<file path="src/rtl/mux2_arbiter_pkg.sv">
// Shared constants for the 2:1 arbitrated mux: source encodings and output-register FSM states.
package mux_arb_pkg;
  localparam logic SRC_A = 1'b0;
  localparam logic SRC_B = 1'b1;

  typedef enum logic {
    EMPTY = 1'b0,
    FULL  = 1'b1
  } arb_state_e;
endpackage

</file>
<file path="src/rtl/mux2_arbiter_if.sv">
// Bundles both requester handshakes and the consumer handshake of mux2_arbiter.
interface mux2_arbiter_if #(
  parameter int W = 8
);
  logic [W-1:0] a_data;
  logic         a_valid;
  logic         a_ready;
  logic [W-1:0] b_data;
  logic         b_valid;
  logic         b_ready;
  logic [W-1:0] q_data;
  logic         q_valid;
  logic         q_ready;
  logic         q_src;

  modport slave (
    input  a_data, a_valid, b_data, b_valid, q_ready,
    output a_ready, b_ready, q_data, q_valid, q_src
  );

  modport master (
    output a_data, a_valid, b_data, b_valid, q_ready,
    input  a_ready, b_ready, q_data, q_valid, q_src
  );
endinterface

</file>
<file path="src/rtl/mux2_arbiter_mux2_1.sv">
// Plain W-bit 2:1 mux; i_sel=1 picks i_b.
module mux2_1 #(
  parameter int W = 8
) (
  input  logic [W-1:0] i_a,
  input  logic [W-1:0] i_b,
  input  logic         i_sel,
  output logic [W-1:0] o_q
);
  assign o_q = i_sel ? i_b : i_a;
endmodule

</file>
<file path="src/rtl/mux2_arbiter.sv">
// Round-robin arbitrated 2:1 mux into a 1-entry output register.
// Optional burst grants enabled by defining MUX_ARB_BURST_EN.
module mux2_arbiter
  import mux_arb_pkg::*;
#(
  parameter int W         = 8,
  parameter int BURST_LEN = 4
) (
  input  logic           clk,
  input  logic           rst,
  mux2_arbiter_if.slave  bus
);
  arb_state_e   r_state, w_state_nxt;
  logic [W-1:0] r_q_data;
  logic         r_q_src;
  logic         r_last_gnt;

  logic         w_out_free;
  logic         w_both;
  logic         w_contend_b;
  logic         w_gnt_a, w_gnt_b, w_accept;
  logic [W-1:0] w_mux;

  assign w_out_free = (r_state == EMPTY) | bus.q_ready;
  assign w_both     = bus.a_valid & bus.b_valid;

`ifdef MUX_ARB_BURST_EN
  localparam int CW = $clog2(BURST_LEN + 1);
  logic [CW-1:0] r_burst_cnt;
  logic          w_keep;
  logic          w_grantee_valid;

  // cnt==0 means no live burst, so the reset state (last=B, cnt=0) lets A win first.
  assign w_keep          = (r_burst_cnt != '0) && (r_burst_cnt < CW'(BURST_LEN));
  assign w_contend_b     = w_keep ? (r_last_gnt == SRC_B) : (r_last_gnt == SRC_A);
  assign w_grantee_valid = (r_last_gnt == SRC_B) ? bus.b_valid : bus.a_valid;

  always_ff @(posedge clk) begin
    if (rst) begin
      r_burst_cnt <= '0;
    end else if (w_accept) begin
      if (w_gnt_b == r_last_gnt)
        r_burst_cnt <= (r_burst_cnt == CW'(BURST_LEN)) ? r_burst_cnt : r_burst_cnt + CW'(1);
      else
        r_burst_cnt <= CW'(1);
    end else if (!w_grantee_valid) begin
      r_burst_cnt <= '0;
    end
  end
`else
  logic w_unused_burst;
  assign w_unused_burst = ^BURST_LEN;
  assign w_contend_b    = (r_last_gnt == SRC_A);
`endif

  // No grant while the register is blocked or during reset.
  always_comb begin
    w_gnt_a = 1'b0;
    w_gnt_b = 1'b0;
    if (w_out_free && !rst) begin
      if (w_both) begin
        w_gnt_b = w_contend_b;
        w_gnt_a = !w_contend_b;
      end else if (bus.a_valid) begin
        w_gnt_a = 1'b1;
      end else if (bus.b_valid) begin
        w_gnt_b = 1'b1;
      end
    end
  end

  assign w_accept    = w_gnt_a | w_gnt_b;
  assign bus.a_ready = w_gnt_a;
  assign bus.b_ready = w_gnt_b;

  mux2_1 #(.W(W)) u_mux (
    .i_a   (bus.a_data),
    .i_b   (bus.b_data),
    .i_sel (w_gnt_b),
    .o_q   (w_mux)
  );

  always_comb begin
    w_state_nxt = r_state;
    case (r_state)
      EMPTY:   if (w_accept) w_state_nxt = FULL;
      FULL:    if (!w_accept && bus.q_ready) w_state_nxt = EMPTY;
      default: w_state_nxt = EMPTY;
    endcase
  end

  always_ff @(posedge clk) begin
    if (rst) begin
      r_state    <= EMPTY;
      r_q_data   <= '0;
      r_q_src    <= SRC_A;
      r_last_gnt <= SRC_B;
    end else begin
      r_state <= w_state_nxt;
      if (w_accept) begin
        r_q_data   <= w_mux;
        r_q_src    <= w_gnt_b;
        r_last_gnt <= w_gnt_b;
      end
    end
  end

  assign bus.q_data  = r_q_data;
  assign bus.q_valid = (r_state == FULL);
  assign bus.q_src   = r_q_src;
endmodule
</file>
<file path="src/flat_wrapper.sv">
// flat-port wrapper written by rule: the top's interface ports become plain ports
module mux2_arbiter_flat import mux_arb_pkg::*;
#(
  parameter int W         = 8,
  parameter int BURST_LEN = 4
)
  (clk, rst, bus_a_data, bus_a_valid, bus_b_data, bus_b_valid, bus_q_ready, bus_a_ready, bus_b_ready, bus_q_data, bus_q_valid, bus_q_src);
  mux2_arbiter_if #(.W(W)) bus_i ();
  input  logic clk;
  input  logic rst;
  input wire logic [$bits(bus_i.a_data)-1:0] bus_a_data;
  input wire logic [$bits(bus_i.a_valid)-1:0] bus_a_valid;
  input wire logic [$bits(bus_i.b_data)-1:0] bus_b_data;
  input wire logic [$bits(bus_i.b_valid)-1:0] bus_b_valid;
  input wire logic [$bits(bus_i.q_ready)-1:0] bus_q_ready;
  output wire logic [$bits(bus_i.a_ready)-1:0] bus_a_ready;
  output wire logic [$bits(bus_i.b_ready)-1:0] bus_b_ready;
  output wire logic [$bits(bus_i.q_data)-1:0] bus_q_data;
  output wire logic [$bits(bus_i.q_valid)-1:0] bus_q_valid;
  output wire logic [$bits(bus_i.q_src)-1:0] bus_q_src;
  assign bus_i.a_data = bus_a_data;
  assign bus_i.a_valid = bus_a_valid;
  assign bus_i.b_data = bus_b_data;
  assign bus_i.b_valid = bus_b_valid;
  assign bus_i.q_ready = bus_q_ready;
  assign bus_a_ready = bus_i.a_ready;
  assign bus_b_ready = bus_i.b_ready;
  assign bus_q_data = bus_i.q_data;
  assign bus_q_valid = bus_i.q_valid;
  assign bus_q_src = bus_i.q_src;
  mux2_arbiter #(.W(W), .BURST_LEN(BURST_LEN)) u_core (.clk(clk), .rst(rst), .bus(bus_i));
endmodule
</file>
<file path="config.mk">
export PLATFORM = sky130hd
export DESIGN_NAME = mux2_arbiter_flat
export DESIGN_NICKNAME = d
export VERILOG_FILES = /design/src/rtl/mux2_arbiter_pkg.sv /design/src/rtl/mux2_arbiter_if.sv /design/src/rtl/mux2_arbiter_mux2_1.sv /design/src/rtl/mux2_arbiter.sv /design/src/flat_wrapper.sv
export SDC_FILE = /design/constraint.sdc
export NUM_CORES = 1
export LEC_CHECK = 0
export BUFFER_PORTS_ARGS = -buffer_cell sky130_fd_sc_hd__buf_2
export CAP_MARGIN = 0
export CORE_MARGIN = 2
export CORE_UTILIZATION = 43
export CTS_CLUSTER_DIAMETER = 60
export CTS_CLUSTER_SIZE = 30
export DETAILED_ROUTE_END_ITERATION = 7
export PLACE_DENSITY = 0.77
export REMOVE_ABC_BUFFERS = 1
export SLEW_MARGIN = 25
export SYNTH_ARGS = -nofsm -noshare
export SYNTH_HDL_FRONTEND = slang
export SYNTH_HIERARCHICAL = 1
export SYNTH_SLANG_ARGS = --single-unit
</file>
<file path="constraint.sdc">
create_clock -name clk -period 1.65 [get_ports clk]
set_input_delay 0.33 -clock clk [delete_from_list [all_inputs] [get_ports clk]]
set_output_delay 0.33 -clock clk [all_outputs]
set_load 0.02 [all_outputs]
</file>
==> impl_metrics.tcl <==
set metrics [dict create \
    syn_area_per_cell_sq_um 9.84 \
    root_buffer "clkbuf_4" \
    yosysWarnings 6 \
    rows 13 \
    cts.sinks 11 \
    timing.fmax_ghz 0.644 \
    worst-setup-path-type "reg2out" \
    start_util 0.474 \
    grtUsageMet3 0.0431 \
    layout_common_cells "32 x buf_2, 11 x dfxtp_1, 9 x nand2_1" \
    antenna_found_initial 0 \
    synth_area_leaders "dfxtp_1 34%, mux2_4 19%, o211ai_1 9.4%, nand4_1 7.8%, nand2_1 5.3%" \
    die_h_microns 42.6 \
    route.vias.total 603 \
    drc_errors 0 \
    drt-vias-per-instance 5.24 \
    cp.arrival_ns 1.22 \
    power_leakage_nw 0.429 \
    yosysTopAreaCellShare 0.344 \
    fin_crit_sh 0.941 \
    finalPower_uw 655 \
    first_pass_iters 5 \
    fin_hold_ws_ns 0.306 \
    critPathRequiredTime_ns 1.32 \
    clock_latency_ns 0.26 \
    crit_fanout 3 \
    grt_usage 0.179 \
    die_w_microns 42.6 \
    hp-class "in2reg" \
    hpwl_mm 1.17 \
    maxSlewViolCount 0 \
    grt_pass1_wl_mm 2.53 \
    postCtsSetupBuffers 0 \
    clockBufferDepth 2 \
    htreeDepth 1 \
    wl_mm 1.47 \
    setup.worst_path.start_class "register" \
    grt_max_degree 18 \
    yosysTopAreaCell "dfxtp_1" \
    io_buffers 32 \
    synth_cells 65 \
    drt_iter0_drc 19 \
    dpl-instance-area_sq_um 793 \
    grt.busiest_layer "met2" \
    finalSetupViolCount 0 \
    gp_congestion 0.830 \
    final_layout_size_suffix_gt1_frac 0.530 \
    crit_path_end_kind "primary output" \
    grt_util_met1 0.237 \
    worst_ir_drop_vdd_mv 0.360 \
    syn_to_final_growth_pct 28.6 \
    nNetsFinal 122 \
    ys_seq_area_frac 0.344 \
    final_area_sq_um 822 \
    syn-cell-area_sq_um 639 \
    final_antenna_net_count 0 \
    hold_viol 0 \
    io_pins 33 \
    cts_inserted_buffers 3 \
    rsz0062_at_grt "false" \
    clock-skew-final_ns 0.00107 \
    clk_pin_slew_worst_paths_ns 0.07 \
    diodes 0 \
    holdBufCountCts 0 \
    die-area_sq_um 1810 \
    tns_ns 0 \
    cts_tree "yes" \
    timing.max_cap.violations 0 \
    grt_overflow 0 \
    fp.coreArea_sq_um 1350 \
    power_density_nw_per_um2 797 \
    grtUsageMet2 0.292 \
    period_minus_slack_ns 1.55 \
    wl_per_cell_microns 12.8 \
    status "complete, no violations" \
    ys_types 22 \
    synth-seq-cells 11 \
    grt_pass1_vias 561 \
    worst_pin_slew_ns 0.375 \
    relSlewSlack 0.749 \
    final_common_cell "buf_2" \
]
## sequential cells by signal (all words and copies together), names as in the netlist
register            count
u_core/bus.q_valid      1
u_core/bus.q_src        1
u_core/bus.q_data       8
u_core/r_last_gnt       1
## repair_timing
action                                  4_1_cts  5_1_grt
gates resized for setup                       0        1
hold endpoints to repair                      0        0
endpoints found under the setup margin        0        1
## path summary, 6_finish.rpt
path	to	cells past startpoint	slack, ns	from
worst max-delay path	bus_b_ready	5	0.1	u_core/bus.q_valid$_SDFF_PP0_
worst min-delay path	u_core/bus.q_src$_SDFFE_PP0P_	2	0.31	rst
worst max register to register	u_core/bus.q_data[5]$_SDFFE_PP0P_	7	0.27	u_core/bus.q_valid$_SDFF_PP0_
worst min register to register	u_core/bus.q_data[3]$_SDFFE_PP0P_	2	0.48	u_core/bus.q_data[3]$_SDFFE_PP0P_
## layout make-up
class,instances,area [sq um]
Clock buffer,4,26.3
Fill cell,116,528
Inverter,3,11.3
Multi-Input combinational cell,46,355
Sequential cell,11,220
Tap cell,15,18.8
Timing Repair Buffer,36,190
## Yosys cell counts, drive strengths merged
| master | n |
|---|---|
| dfxtp | 11 |
| clkbuf | 1 |
| buf | 4 |
| nand4 | 8 |
| o211ai | 8 |
| mux2 | 8 |
| nand2b | 1 |
| inv | 3 |
| a21oi | 2 |
| nand2 | 9 |
| nor2b | 1 |
| or2 | 1 |
| o311ai | 1 |
| nor2 | 2 |
| nor3 | 1 |
| o21ai | 3 |
| nand3 | 1 |
## stage by stage
| stage | instances | setup WS, ns | utilization |
|---|---|---|---|
| 6_report | 115 | 0.0966 | 0.609 |
| 5_1_grt | 115 | 0.00684 | 0.609 |
| 4_1_cts | 115 | 0.0504 | 0.607 |
| 3_5_place_dp | 111 | 0.0640 | 0.588 |
| 3_3_place_gp | 111 | 0.128 | 0.588 |
| 2_1_floorplan | 60 | -0.491 | - |
## cell families (layout without fill, tap and decap cells)
group,Yosys count,in the layout,synth area share
buf+inv,8,43,0.104
mux,8,8,0.188
compound gates,14,14,0.153
simple gates,24,24,0.211
flops,11,11,0.344
## worst max-delay path: stages (launching register included)
cell and delay, ns:
dfxtp_1 0.33, nand2b_1 0.10, nand3_2 0.11, nor2_2 0.12, buf_4 0.15, buf_2 0.16
## report_power, final
group	switching, mW	total, mW	internal [mW]
clock network	0.0915	0.185	0.0934
logic	0.0929	0.172	0.0790
registers	0.0108	0.298	0.287
## metal layers
metal,vias up,wire (microns)
met4,0,0
li1,311,-
met3,0,90
met1,270,685
met2,22,693
met5,-,0
Power figures use the tool's default switching activity.
